==> config.mk <==
export PLATFORM = sky130hd
export DESIGN_NAME = sd_block_collector
export DESIGN_NICKNAME = d
export VERILOG_FILES = /design/src/rtl/sd_block_collector.sv
export SDC_FILE = /design/constraint.sdc
export NUM_CORES = 1
export LEC_CHECK = 0
export ABC_AREA = 1
export CAP_MARGIN = 20
export CORE_ASPECT_RATIO = 0.75
export CORE_UTILIZATION = 55
export CTS_BUF_LIST = sky130_fd_sc_hd__clkbuf_8
export DETAILED_ROUTE_END_ITERATION = 16
export GPL_TIMING_DRIVEN = 0
export PLACE_DENSITY = 0.82
export SYNTH_ARGS = -nofsm -noshare
export SYNTH_HDL_FRONTEND = slang
export SYNTH_SLANG_ARGS = --single-unit
==> constraint.sdc <==
create_clock -name clock -period 2 [get_ports clock]
set_input_delay 0.2 -clock clock [delete_from_list [all_inputs] [get_ports clock]]
set_output_delay 0.2 -clock clock [all_outputs]
set_load 0.01 [all_outputs]
==> src/rtl/sd_block_collector.sv <==
`default_nettype none
// +--------------------------------------------------------------------------+
// | sd_block_collector: SD block framing FSM with first-word-fall-through FIFO |
// | Rev 1.0                                                                    |
// +--------------------------------------------------------------------------+
module sd_block_collector #(
    parameter int DEPTH       = 16,
    parameter int BLOCK_BYTES = 512
) (
    input  logic                     clock,
    input  logic                     reset,
    input  logic                     block_start,
    input  logic [7:0]               byte_in,
    input  logic                     byte_strobe,
    output logic [7:0]               data_out,
    output logic                     data_valid,
    input  logic                     data_ready,
    output logic [$clog2(DEPTH):0]   level,
    output logic [9:0]               byte_count,
    output logic                     block_done,
    output logic                     busy,
    output logic                     overflow,
    output logic                     token_error
);

    localparam int AW = $clog2(DEPTH);
    localparam logic [AW:0] FULL_LEVEL = (AW + 1)'(DEPTH);
    localparam logic [9:0]  LAST_IDX   = 10'(BLOCK_BYTES - 1);

    localparam logic [2:0] ST_IDLE = 3'd0;
    localparam logic [2:0] ST_HUNT = 3'd1;
    localparam logic [2:0] ST_DATA = 3'd2;
    localparam logic [2:0] ST_CRC  = 3'd3;
    localparam logic [2:0] ST_DONE = 3'd4;

    logic [2:0]    r_state;
    logic [2:0]    w_state_next;
    logic          r_crc_second;
    logic [7:0]    r_mem [DEPTH];
    logic [AW-1:0] r_wptr;
    logic [AW-1:0] r_rptr;

    logic w_push_req;
    logic w_push_ok;
    logic w_pop;
    logic w_full;
    logic w_drop;
    logic w_token_hit;

    // block_start outranks every state transition, including a same-cycle strobe
    always_comb begin
        w_state_next = r_state;
        w_push_req   = 1'b0;
        w_token_hit  = 1'b0;
        if (block_start) begin
            w_state_next = ST_HUNT;
        end else begin
            case (r_state)
                ST_IDLE: w_state_next = ST_IDLE;
                ST_HUNT: begin
                    if (byte_strobe) begin
                        if (byte_in == 8'hFE) begin
                            w_state_next = ST_DATA;
                        end else if (byte_in[7:4] == 4'b0000) begin
                            w_state_next = ST_IDLE;
                            w_token_hit  = 1'b1;
                        end
                    end
                end
                ST_DATA: begin
                    if (byte_strobe) begin
                        w_push_req = 1'b1;
                        if (byte_count == LAST_IDX) begin
                            w_state_next = ST_CRC;
                        end
                    end
                end
                ST_CRC: begin
                    if (byte_strobe && r_crc_second) begin
                        w_state_next = ST_DONE;
                    end
                end
                ST_DONE: w_state_next = ST_IDLE;
                default: w_state_next = ST_IDLE;
            endcase
        end
    end

    assign data_valid = (level != '0);
    assign data_out   = r_mem[r_rptr];
    assign w_full     = (level == FULL_LEVEL);
    assign w_pop      = data_valid && data_ready;
    // A full FIFO still accepts a byte when the head leaves in the same cycle
    assign w_push_ok  = w_push_req && (!w_full || w_pop);
    assign w_drop     = w_push_req && w_full && !w_pop;

    always_ff @(posedge clock) begin
        if (!reset) begin
            r_state      <= ST_IDLE;
            r_crc_second <= 1'b0;
            busy         <= 1'b0;
            block_done   <= 1'b0;
            byte_count   <= 10'd0;
            overflow     <= 1'b0;
            token_error  <= 1'b0;
        end else begin
            r_state    <= w_state_next;
            busy       <= (w_state_next != ST_IDLE);
            block_done <= (w_state_next == ST_DONE);
            if (block_start) begin
                byte_count   <= 10'd0;
                overflow     <= 1'b0;
                token_error  <= 1'b0;
                r_crc_second <= 1'b0;
            end else begin
                if (w_push_req) begin
                    byte_count <= byte_count + 10'd1;
                end
                if (w_drop) begin
                    overflow <= 1'b1;
                end
                if (w_token_hit) begin
                    token_error <= 1'b1;
                end
                if (r_state == ST_CRC && byte_strobe) begin
                    r_crc_second <= ~r_crc_second;
                end
            end
        end
    end

    always_ff @(posedge clock) begin
        if (!reset) begin
            r_wptr <= '0;
            r_rptr <= '0;
            level  <= '0;
        end else begin
            if (w_push_ok) begin
                r_wptr <= r_wptr + 1'b1;
            end
            if (w_pop) begin
                r_rptr <= r_rptr + 1'b1;
            end
            case ({w_push_ok, w_pop})
                2'b10:   level <= level + 1'b1;
                2'b01:   level <= level - 1'b1;
                default: level <= level;
            endcase
        end
    end

    always_ff @(posedge clock) begin
        if (w_push_ok) begin
            r_mem[r_wptr] <= byte_in;
        end
    end

endmodule
`default_nettype wire

# Yosys cells after proc, flatten, opt, wreduce, memory -nomap -nowiden

Memories as Yosys holds them, arrays and structs flattened. A register that Yosys moved wholly into a read port is not among the register bits.
Index checks and enable logic that the tools add are counted.

Flip-flop bits (word level): 31
RAM bits: 128
Input port bits: 13
Logic and storage cells: 62
Memories kept: 1

$add $sub $neg: 5
Equal/unequal tests: 9
Mux-type cells: 21
Bitwise logic cells: 2
Reductions and logical operators: 14

Memories:

| memory | depth | bits a word | rd ports | clocked after memory_dff | wr ports | line | RTL |
|---|---|---|---|---|---|---|---|
| r_mem  | 16    | 8           | 1        | 1                        | 1        | 39   | `logic [7:0] r_mem [DEPTH];` |

Operator list:

| cell                    | number |
|---|---|
| $mux W3                 | 7 |
| $add A10 B1 Y10 const B | 1 |
| $eq A10 B9 Y1 const B   | 1 |
| $mux W1                 | 10 |
| $pmux W5 S2             | 1 |
| $pmux W3 S3             | 1 |
| $add A4 B1 Y4 const B   | 2 |
| $eq A8 B8 Y1 const B    | 1 |
| $mux W4                 | 2 |
| $eq A3 B2 Y1 const B    | 2 |
| $logic_and A1 B1 Y1     | 6 |
| $add A5 B1 Y5 const B   | 1 |
| $eq A5 B5 Y1 const B    | 1 |
| $reduce_bool A5 Y1      | 1 |
| $sub A5 B1 Y5 const B   | 1 |
| $logic_not A4 Y1        | 1 |
| $eq A3 B1 Y1 const B    | 1 |
| $eq A3 B3 Y1 const B    | 1 |
| $reduce_bool A3 Y1      | 1 |
| $eq A2 B1 Y1 const B    | 1 |
| $eq A2 B2 Y1 const B    | 1 |
| $logic_not A1 Y1        | 2 |
| $not A1 Y1              | 2 |
| $reduce_bool A2 Y1      | 1 |
| other kinds (2)         | 2 |

# Longest topological paths before layout

Depth in word-level cells: 7
Mapped depth: 16

# Worst setup path before layout

OpenSTA, ideal clock, no wires.

Path type: reg2reg
Start: register level[0]
End: register level[4]
Arrival time: 2.108 ns
Path slack: -0.223 ns
Cell stages (with the launch flop): 16
Buffers on the path: 0
Cells stage by stage: dfxtp_1 nor2_1 nand3_1 nand2_4 inv_1 nand2_2 inv_1 fa_1 nand2_1 nand2_1 a21oi_1 nand2_1 nand2_1 nand3_1 nand2_1 nor2_1

Cells in the longest elaborated chain, start to end: 6

RTL lines:

| item                                                     | line | RTL |
|---|---|---|
| from (decl)                                              | 18   | `output logic [$clog2(DEPTH):0] level,` |
| from (signal assigned)                                   | 145  | `2'b10: level <= level + 1'b1;` |
| from (signal assigned)                                   | 146  | `2'b01: level <= level - 1'b1;` |
| from (signal assigned)                                   | 147  | `default: level <= level;` |
| $reduce_bool A5 Y1 (*)                                   | 89   | `assign data_valid = (level != '0);` |
| via data_valid                                           | 16   | `output logic data_valid,` |
| $logic_and A1 B1 Y1 (*)                                  | 92   | `assign w_pop = data_valid && data_ready;` |
| $logic_or A1 B1 Y1                                       | 94   | `assign w_push_ok = w_push_req && (!w_full \|\| w_pop);` |
| $logic_and A1 B1 Y1                                      | 94   |  |
| $eq A2 B1 Y1 / $eq A2 B2 Y1 (equally long branches)      | 144  | `case ({w_push_ok, w_pop})` |
| $pmux W5 S2 / $reduce_bool A2 Y1 (equally long branches) | -    |  |

The timed path passes the listed nets; every way through them passes the cells marked *.
A chain may end at the register's enable or synchronous reset.

# Final worst setup path

Start: register level[3]
End: register level[4]

Cells in the longest elaborated chain, start to end: 6

RTL lines:

| item                                                           | line |
|---|---|
| $eq A5 B5 Y1 / $reduce_bool A5 Y1 (equally long branches)      | 91, 89 |
| $logic_not A1 Y1 / $logic_and A1 B1 Y1 (equally long branches) | 94, 92 |
| $logic_or A1 B1 Y1                                             | 94 |
| $logic_and A1 B1 Y1                                            | 94 |
| $eq A2 B1 Y1 / $eq A2 B2 Y1 (equally long branches)            | 144 |
| $pmux W5 S2 / $reduce_bool A2 Y1 (equally long branches)       | - |

Parallel ways exist; a longest one is shown, timed or not.

==> qor.yml <==
async_flop_share: 0
slew_headroom: 0.405
max_freq_ghz: 0.446
start_util: 0.574
firstDrtPassIters: 5
outcome: "finished with violations"
finalSetupViolations: 9
root_buffer: "clkbuf_8"
seqCellArea_mm2: 0.00456
path_max_fanout: 4
skew_ns: 0.0168
drive_gt1_frac: 0.253
multiInputGateArea_mm2: 0.00233
die_h_um: 98.2
clk_pin_slew_ns: 0.09
syn-num-nets: 643
vias: 5564
vias_per_cell: 6.24
violations: "negative setup slack"
clkSinkCount: 163
synth-edff-count: 128
yosys_warnings: 0
core_area_mm2: 0.0118
cts_tree: "built"
cp_data_required_time_ns: 2.36
maxCapViolations: 0
cp-start-kind: "register"
rows: 34
fin_nets: 738
slew_viol_final: 0
arrival_ns: 2.60
syn_area_mm2: 0.00679
cp-end-kind: "register"
wl_per_cell_um: 23.2
gr-total-overflow: 0
netlist_instances: 620
utilization: 0.739
synth_seq_cells: 163
drc: 0
antenna_found_initial: 1
synth_flop_cell: "edfxtp_1"
dpl_cell_area_mm2: 0.00742
ys_seq_area_frac: 0.669
timing.final.ws_setup_ns: -0.242
rsz0062_at_grt: "true"
grt_first_pass_wirelength_mm: 28.6
routabilityCongestion: 0.884
synth_cell_types: 30
hold_slack_ns: 0.308
path_class: "reg2reg"
cts_made_buffers: 17
worstHoldStart: "byte_strobe"
syn2layout_area_growth_pct: 28.6
hold_violations: 0
ir_drop_uv: 587
htreeDepth: 4
clock_latency_ns: 0.48
io_pins: 41
final_area_mm2: 0.00874
portBuffers: 40
fillers: 711
rr_startpoint: "level[3]$_SDFFE_PN0P_"
dieWidth_um: 130
postCtsHoldBufs: 0
grt_max_degree: 19
antenna_left: 0
grt_pass1_vias: 5210
dieArea_mm2: 0.0128
tns_ns: -1.27
period_share: 1.12
power_density_mw_per_mm2: 712
finalCriticalPeriod_ns: 2.24
grt_use_total: 0.318
max-clock-path-buffers: 2
syn_avg_cell_area_um2: 11.0
worstMarginPinSlew_ns: 0.889
place_ws_ns: -0.760
leakage_nw: 3.08
routed_wl_mm: 20.6
dpl.hpwl_mm: 11.0
worstHoldPathType: "in2reg"
initialDrtViolationCount: 503
startpoint: "level[3]$_SDFFE_PN0P_"
[layer usage]
metal	track usage	vias to the layer above	part of all wire
met2	0.483	443	0.46
met5	0	-	0.00044
met1	0.411	2631	0.37
li1	-	2374	-
met3	0.101	114	0.12
met4	0.162	2	0.047
[power breakdown]
part	switching, mW	leakage, nW	total, mW	internal (mW)
logic	0.0924	1.43	0.132	0.0396
registers	0.00321	1.44	3.65	3.64
clock network	1.27	0.213	2.45	1.17
[synthesized netlist by cell type (6+ instances only)]
| library cell | instances | share of area |
|---|---|---|
| a21oi_1 | 21 | 0.015 |
| clkbuf_1 | 19 | 0.011 |
| dfxtp_1 | 35 | 0.10 |
| edfxtp_1 | 128 | 0.57 |
| ha_1 | 9 | 0.017 |
| inv_1 | 38 | 0.021 |
| nand2_1 | 57 | 0.032 |
| nand3_1 | 33 | 0.024 |
| nor2_1 | 131 | 0.072 |
| o211ai_1 | 20 | 0.022 |
| o21ai_0 | 77 | 0.057 |
| o221ai_1 | 12 | 0.015 |
| xor2_1 | 6 | 0.0077 |
[per-stage QoR]
| stage | std cells | total power [mW] |
|---|---|---|
| floorplan | 620 | 3.76 |
| global placement | 822 | 3.84 |
| detailed placement | 822 | 3.84 |
| CTS | 873 | 6.16 |
| global route | 890 | 6.33 |
| finish | 891 | 6.22 |
[timing repair]
action,in CTS,in global routing
cloned,4,1
endpoints found under the setup margin,138,115
pin swaps,47,41
setup buffers,15,21
endpoints found under the hold margin,0,0
gates resized for setup,184,58
[area by class of cell]
class,count,share of cell area
Sequential cell,163,0.522
Multi-Input combinational cell,390,0.267
Timing Repair Buffer,80,0.0878
Buffer,21,0.0335
Clock buffer,19,0.0299
Tap cell,162,0.0232
Inverter,42,0.0215
Clock inverter,13,0.0150
Antenna cell,1,0.000286
[worst max-delay path, stage by stage, from the launching register on]
cell and delay (ns):
dfxtp_2 0.37, nor2_4 0.13, nand3_2 0.12, nand2_4 0.13, clkinvlp_4 0.15, nand2_4 0.12
inv_6 0.05, fa_2 0.35, nand2_1 0.07, nand2_1 0.06, a21oi_2 0.18, nand2_1 0.07
nand2_1 0.10, nand3_1 0.08, nand2_1 0.09, nor2_1 0.05
[path summary, 6_finish.rpt]
| kind | to | slack (ns) | cells past startpoint |
|---|---|---|---|
| worst max-delay path | level[4]$_SDFFE_PN0P_ | -0.24 | 15 |
| worst min-delay path | r_crc_second$_SDFFE_PP0P_ | 0.31 | 3 |
| worst max register to register | level[4]$_SDFFE_PN0P_ | -0.24 | 15 |
| worst min register to register | overflow$_SDFFE_PP0P_ | 0.49 | 2 |
[cells in the final DEF (no fill, tap or decap), types with 24 or more instances in the layout]
| cell | count |
|---|---|
| nand3_1 | 29 |
| edfxtp_1 | 128 |
| nor2_1 | 105 |
| nand2_1 | 57 |
| buf_4 | 24 |
| inv_1 | 34 |
| o21ai_0 | 38 |
| o21ai_1 | 29 |
| dfxtp_1 | 27 |
| clkbuf_8 | 26 |
| clkdlybuf4s50_1 | 31 |
[kinds of logic after synthesis]
kind of cell | after synthesis | share of synthesized area
adder cells (fa/ha/maj) | 10 | 0.0195
XOR/XNOR | 6 | 0.00774
AO/OA/AOI/OAI | 135 | 0.114
buffers and inverters | 67 | 0.0398
AND/OR/NAND/NOR | 239 | 0.150
flip-flops | 163 | 0.669
[registers in the layout (all words and copies together), names as in the netlist, named ones only]
name and count:
overflow 1, r_crc_second 1, r_mem 128, busy 1, r_state 3, r_wptr 4
token_error 1, byte_count 10, block_done 1, r_rptr 4, level 5
No activity file was read; power rests on OpenSTA's default activity.
==> RTL change, RTL diff (same flow settings) <==
Register the output `token_error` once more, cleared by the reset; this adds one clock of latency there. The other outputs are not delayed to match.
--- a/src/rtl/sd_block_collector.sv
+++ b/src/rtl/sd_block_collector.sv
@@ -33,4 +33,6 @@
     localparam logic [2:0] ST_CRC  = 3'd3;
     localparam logic [2:0] ST_DONE = 3'd4;
+
+    logic token_error_s0;
 
     logic [2:0]    r_state;
@@ -103,5 +105,5 @@
             byte_count   <= 10'd0;
             overflow     <= 1'b0;
-            token_error  <= 1'b0;
+            token_error_s0 <= 1'b0;
         end else begin
             r_state    <= w_state_next;
@@ -111,5 +113,5 @@
                 byte_count   <= 10'd0;
                 overflow     <= 1'b0;
-                token_error  <= 1'b0;
+                token_error_s0 <= 1'b0;
                 r_crc_second <= 1'b0;
             end else begin
@@ -121,5 +123,5 @@
                 end
                 if (w_token_hit) begin
-                    token_error <= 1'b1;
+                    token_error_s0 <= 1'b1;
                 end
                 if (r_state == ST_CRC && byte_strobe) begin
@@ -156,4 +158,12 @@
     end
 
+    always_ff @(posedge clock) begin
+        if (!reset) begin
+            token_error <= '0;
+        end else begin
+            token_error <= token_error_s0;
+        end
+    end
+
 endmodule
 `default_nettype wire
Behaviour: not the same (a bounded check fails within 4 cycles, from zero or initial values and one cycle with reset low).
==> RTL change against the unedited design <==
The flow still finishes with violations (negative setup slack). Sequential cell count up 1. Worst setup slack better by 40 ps. First-iteration DRC count up 34%. Critical path depth down 8. Cell area down 2.6%. Fmax up 1.8%. Sequential share of layout area up 1.7 points. Area after synthesis up 1.6%. Routed wire length down 7.0%. Largest cell class unchanged. Highest routed layer is now met4.
Power is not compared: it rests on default switching activity, and its combinational part moved more than twofold at a synthesized area within 25%.
==> RTL change: results (changes against the unedited design) <==
Timing
  • Final setup viols: 8 (-1)
  • Setup WS post-layout: -202 ps (+40.1 ps)
  • Final Skew: 13.9 ps (-2.89 ps)

Place
  • HPWL Detailed: 11,800 µm (+7.0%)
  • Final GP Congestion: 0.899 (+1.7%)

Drt
  • Final wirelength: 19,200 µm (-7.0%)

Cells and area
  • Nets: 731 (-0.95%)
  • Antenna diodes: 0 (-1)

Status
  • Failing checks: negative setup slack
  • Outcome: finished, violations left

Critical path
  • Slowest cell on crit path: dfxtp_4
  • Critical Path End: data_out[3]
  • R2R Setup Slk: 0 ps (+240 ps)
  • Crit-path max FO: 10 (+6)
  • CP top delay family: buffers and inverters
  • Arr. time, crit path: 2000 ps (-600 ps)
  • Worst r2r src: level[0]

Logic synthesis
  • Netlist cell types: 35 (+17%)
  • Synth cell count leaders: nor2_1 (150), edfxtp_1 (128), o21ai_0 (73)
  • Top cells by area, synth: edfxtp_1 (56%), dfxtp_1 (10%), nor2_1 (8.2%)

Worst hold path
  • Hold path endpoint: r_state[1]
  • Hold Crit Start: reset

GRT
  • First-pass GRT wire length: 28,300 µm (-1.2%)
  • Antenna violations before repair: 0 (-1)
  • GRT Total Usage: 29.6% (-2.2 points)

CTS
  • Clk_lat worst skew: 460 ps (-20 ps)
RTL change: cell types whose count changed after synthesis, sizes merged, moves of 5 or more:
cell / unedited run / this run
nor2: 134 / 154
inv: 40 / 29
buf: 6 / 13
clkbuf: 19 / 13
o211ai: 20 / 32
a21oi: 21 / 16
o221ai: 12 / 0
RTL change: area by class of cell:
type                    instances  area, µm²
plain buffers                  26        254
multi-input cells             407       2300
clock buffers                  17        234
inverters                      31        150
fillers                       844       3760
flip-flops and latches        164       4590
repair buffers                 60        551
well taps                     166        208
repair inverters                1       6.26
clock inverters                15        218
RTL change: metal layers:
layer / track usage (%) / up-vias / share of wire (%)
met3: 9.21 / 60 / 10
met2: 47.7 / 304 / 46
met4: 10.2 / 0 / 3.3
li1: - / 2357 / -
met1: 38.3 / 2591 / 40
met5: 0 / - / 0
RTL change: what timing repair did:
item | CTS | global route
setup buffers | 6 | 11
resized for setup | 124 | 38
endpoints found under the setup margin | 138 | 56
pin swaps | 19 | 19
cloned | 2 | 2
RTL change: stage by stage:
stage,TNS (ps),instance area (µm²),util [%],instances,hold WS [ps]
4_1_cts,-1300,8270,67.4,874,377
3_5_place_dp,-87910,7530,61.4,834,434
2_1_floorplan,0,6920,-,628,299
6_report,-1270,8500,69.4,887,393
3_3_place_gp,-79420,7530,61.4,834,433
5_1_grt,-2080,8500,69.4,887,422
RTL change: cell families (layout without fill, tap and decap cells):
| family | count (synthesis) | count (layout) | share of synthesized area, % |
|---|---|---|---|
| AO/OA/AOI/OAI | 130 | 130 | 10.7 |
| XOR/XNOR | 9 | 9 | 1.14 |
| adder cells (fa/ha/maj) | 10 | 10 | 1.92 |
| buffers and inverters | 57 | 150 | 3.68 |
| flip-flops | 164 | 164 | 66.1 |
| AND/OR/NAND/NOR | 258 | 258 | 16.4 |
